<file path="src/rtl/lc3_regfile.sv">
// rtl/lc3_regfile.sv - LC-3 8x16 register file with NZP condition codes and pending scoreboard
// Optional same-cycle write-through on both read ports: define REGFILE_BYPASS_EN.
module lc3_regfile #(
    parameter int NREG  = 8,
    parameter int WIDTH = 16
) (
    input  logic             clk,
    input  logic             rst_n,
    input  logic             wr_en,
    input  logic [2:0]       wr_addr,
    input  logic [WIDTH-1:0] wr_data,
    input  logic             ld_cc,
    input  logic             rsv_en,
    input  logic [2:0]       rsv_addr,
    input  logic [2:0]       sr1_addr,
    input  logic [2:0]       sr2_addr,
    output logic [WIDTH-1:0] sr1_data,
    output logic [WIDTH-1:0] sr2_data,
    output logic             sr1_ready,
    output logic             sr2_ready,
    output logic [2:0]       nzp,
    output logic [NREG-1:0]  pending
);

    logic [WIDTH-1:0] regs [NREG];
    logic [NREG-1:0]  set_vec;
    logic [NREG-1:0]  clr_vec;
    logic             wr_neg;
    logic             wr_zero;

    always_comb begin
        set_vec = rsv_en ? (NREG'(1) << rsv_addr) : '0;
        clr_vec = wr_en  ? (NREG'(1) << wr_addr)  : '0;
        wr_neg  = wr_data[WIDTH-1];
        wr_zero = (wr_data == '0);
    end

    always_ff @(posedge clk or negedge rst_n) begin
        if (!rst_n) begin
            for (int i = 0; i < NREG; i++) begin
                regs[i] <= '0;
            end
            pending <= '0;
            nzp     <= 3'b010;
        end else begin
            if (wr_en) begin
                regs[wr_addr] <= wr_data;
            end
            if (wr_en && ld_cc) begin
                nzp <= {wr_neg, wr_zero, !wr_neg && !wr_zero};
            end
            // A reservation on the same edge as the write-back wins: a newer producer is in flight.
            pending <= (pending & ~clr_vec) | set_vec;
        end
    end

`ifdef REGFILE_BYPASS_EN
    logic hit1;
    logic hit2;
    logic rsv1;
    logic rsv2;

    always_comb begin
        hit1      = wr_en  && (wr_addr  == sr1_addr);
        hit2      = wr_en  && (wr_addr  == sr2_addr);
        rsv1      = rsv_en && (rsv_addr == sr1_addr);
        rsv2      = rsv_en && (rsv_addr == sr2_addr);
        sr1_data  = hit1 ? wr_data : regs[sr1_addr];
        sr2_data  = hit2 ? wr_data : regs[sr2_addr];
        sr1_ready = (hit1 && !rsv1) || !pending[sr1_addr];
        sr2_ready = (hit2 && !rsv2) || !pending[sr2_addr];
    end
`else
    always_comb begin
        sr1_data  = regs[sr1_addr];
        sr2_data  = regs[sr2_addr];
        sr1_ready = !pending[sr1_addr];
        sr2_ready = !pending[sr2_addr];
    end
`endif

endmodule

</file>
<file path="config.mk">
export PLATFORM = sky130hd
export DESIGN_NAME = lc3_regfile
export DESIGN_NICKNAME = d
export VERILOG_FILES = /design/src/rtl/lc3_regfile.sv
export SDC_FILE = /design/constraint.sdc
export NUM_CORES = 1
export LEC_CHECK = 0
export CAP_MARGIN = 30
export CORE_MARGIN = 1.5
export CORE_UTILIZATION = 60
export DETAILED_ROUTE_END_ITERATION = 12
export PLACE_DENSITY_LB_ADDON = 0.1
export RECOVER_POWER = 100
export SLEW_MARGIN = 20
export SYNTH_ARGS = -nofsm -noshare
export SYNTH_HDL_FRONTEND = slang
export SYNTH_SLANG_ARGS = --single-unit
</file>
<file path="constraint.sdc">
create_clock -name clk -period 5.2 [get_ports clk]
set_input_delay 1.56 -clock clk [delete_from_list [all_inputs] [get_ports clk]]
set_output_delay 1.56 -clock clk [all_outputs]
set_load 0.05 [all_outputs]
</file>
==> results.json <==
{
  "cts_sinks": 139,
  "grt_max_degree": 57,
  "critPathCaptureType": "primary output",
  "fin_crit_sh_pct": 92.9,
  "met2_usage_pct": 46.5,
  "io_pins": 78,
  "min_period_ps": 4830,
  "drc_errors": 0,
  "area_growth_pct": 15.6,
  "final_cells": 680,
  "required_ps": 3640,
  "multi_input_area_sq_um": 3620,
  "die_area_sq_um": 13000,
  "htree_levels": 4,
  "die_w_um": 114,
  "antenna_left": 0,
  "slew_violations": 75,
  "numPortBuffers": 77,
  "cts_tree": "yes",
  "worstPathArrival_ps": 3270,
  "dpl.cell_count": 648,
  "syn_avg_cell_area_sq_um": 16.6,
  "netlist_area_sq_um": 7380,
  "rsz0062_at_grt": "no",
  "ys_top_cells_by_count": "mux2_2, dfrtp_1, mux4_2",
  "cts_buffer_depth": 2,
  "rows": 40,
  "dp_hpwl_mm": 9.94,
  "place_congestion": 0.752,
  "min_path_type": "reg2reg",
  "hold_viol": 0,
  "yosysMostFrequentCell": "mux2_2",
  "p_leak_nw": 3.44,
  "final_layout_size_suffix_gt1_share_pct": 50.7,
  "status": "complete, but fails checks",
  "synth.ff_latch_count": 139,
  "start_util_pct": 61.4,
  "die_h_um": 114,
  "path_max_fanout": 34,
  "synth_top_area_share_pct": 46.8,
  "hold_depth": 2,
  "clkSlewWorstSetupHoldPaths_ps": 50,
  "gr-total-overflow": 0,
  "fin_nets": 553,
  "dpl_cell_area_sq_um": 8180,
  "synth_top_area_cell": "dfrtp_1",
  "tightest_slew_ps": 3060,
  "synthTopCellsByArea": "dfrtp_1, mux2_2, mux4_2",
  "clock_skew_ps": 0,
  "startpoint_type": "input pin",
  "ys_seq_area_share_pct": 47.1,
  "numCtsBuffers": 17,
  "finalSetupViolations": 0,
  "max_freq_ghz": 0.207,
  "seq_area_sq_um": 3480,
  "violations": "capacitance limit, slew limit",
  "use_met3_pct": 5.05,
  "wire_per_inst_um": 24.4,
  "synth-edff-count": 0,
  "synthFlopType": "dfrtp_1",
  "async_flop_share_pct": 100,
  "synth_cell_types": 26,
  "postSynthCellCount": 444,
  "tns_ps": 0,
  "powerDensity_nw_per_um2": 433,
  "clk_latency_ps": 410,
  "path_class": "in2out",
  "drt-vias-per-instance": 6.51,
  "vias": 4430,
  "vdd.ir_drop.worst_mv": 0.292,
  "postCtsHoldBufs": 0,
  "antenna_found_initial": 0,
  "grt_pass1_wl_mm": 26.2,
  "met1_usage_pct": 36.7,
  "antennaDiodeCount": 0,
  "grt_util_all_layers_pct": 27.8,
  "relSlewSlack_pct": -104,
  "r2r_cells": 1,
  "root_buffer": "clkbuf_16",
  "grt.busiest_layer": "met2",
  "grt_pass1_vias": 4735,
  "ctsResizeCount": 0,
  "drtIter0Drc": 364,
  "routed_wl_mm": 16.6,
  "dr.pass1.iters": 4,
  "synth_nets": 477,
  "yosys_warnings": 0,
  "design_area_sq_um": 8530,
  "core_sq_um": 12000,
  "drv_cap": 2,
  "fillers": 832,
  "postCtsSetupBuffers": 0
}
[report_power, final]
| group | total, mW | switching, mW | leakage, nW | internal (mW) |
|---|---|---|---|---|
| combinational | 1.12 | 0.597 | 1.51 | 0.528 |
| clock | 1.07 | 0.415 | 0.259 | 0.658 |
| sequential | 1.49 | 0.176 | 1.66 | 1.32 |
| total | 3.69 | 1.19 | 3.44 | 2.50 |
[registers in the layout, summed over array words and instances (netlist names)]
register,count
nzp,3
pending,8
regs,128
[metal layers]
layer | wire length, um | vias up
met5 | 0 | -
met1 | 7050 | 2378
met3 | 915 | 20
met4 | 275 | 0
li1 | - | 1897
met2 | 8340 | 135
[stage by stage]
stage	hold WS [ps]	util (%)	power, mW	setup WS [ps]
final	487	71.0	3.69	369
after global placement	468	68.1	2.66	494
after detailed placement	482	68.1	2.71	472
after global routing	515	71.0	3.85	227
after floorplan	491	-	2.35	416
after CTS	490	72.5	3.79	469
[final timing paths]
kind | slack (ps) | to | start
max in group asynchronous | 880 | pending[1] | rst_n
worst max-delay path | 370 | sr2_data[15] | sr2_addr[1]
worst min-delay path | 490 | nzp[1] | nzp[1]
worst min register to register | 490 | nzp[1] | nzp[1]
min in group asynchronous | 2130 | pending[4] | rst_n
worst max register to register | 4400 | regs[120] | regs[120]
[worst max-delay path, cell delays in order]
cell and delay [ps]:
clkdlybuf4s50_1 510, buf_12 240, mux4_2 340, mux2_2 290
clkbuf_1 300
[cells by family after synthesis]
group,after synthesis,synth area share (%)
buffers and inverters,37,3.31
muxes,231,45.6
and+or+nand+nor,27,3.10
AOI/OAI and AO/OA,10,0.865
DFF,139,47.1
[layout by cell type, fill, tap and decap left out]
cell type          n
a22o_1             1
buf_12             6
buf_2              2
buf_4              3
clkbuf_1          46
clkbuf_16         17
clkbuf_2           1
clkbuf_8           4
clkdlybuf4s50_1   26
clkinv_2           3
dfrtp_1          138
dfstp_2            1
dlygate4sd3_1     14
inv_1              4
mux2_2           161
mux2i_1            2
mux4_2            68
nand2_1            9
nand2b_1           4
nand4_1            2
nand4b_1           3
nor2_1             1
nor3_4             2
nor3b_4            2
nor4_1             4
o21ai_0            5
o22ai_1            2
o32ai_1            2
[area by class of cell]
class	count	area share, %
clock buffers	29	5.99
clock inverters	3	0.176
inverters	4	0.176
multi-input cells	268	42.5
flip-flops and latches	139	40.8
well taps	147	2.16
repair buffers	90	8.21
(Power assumes the default switching activity.)
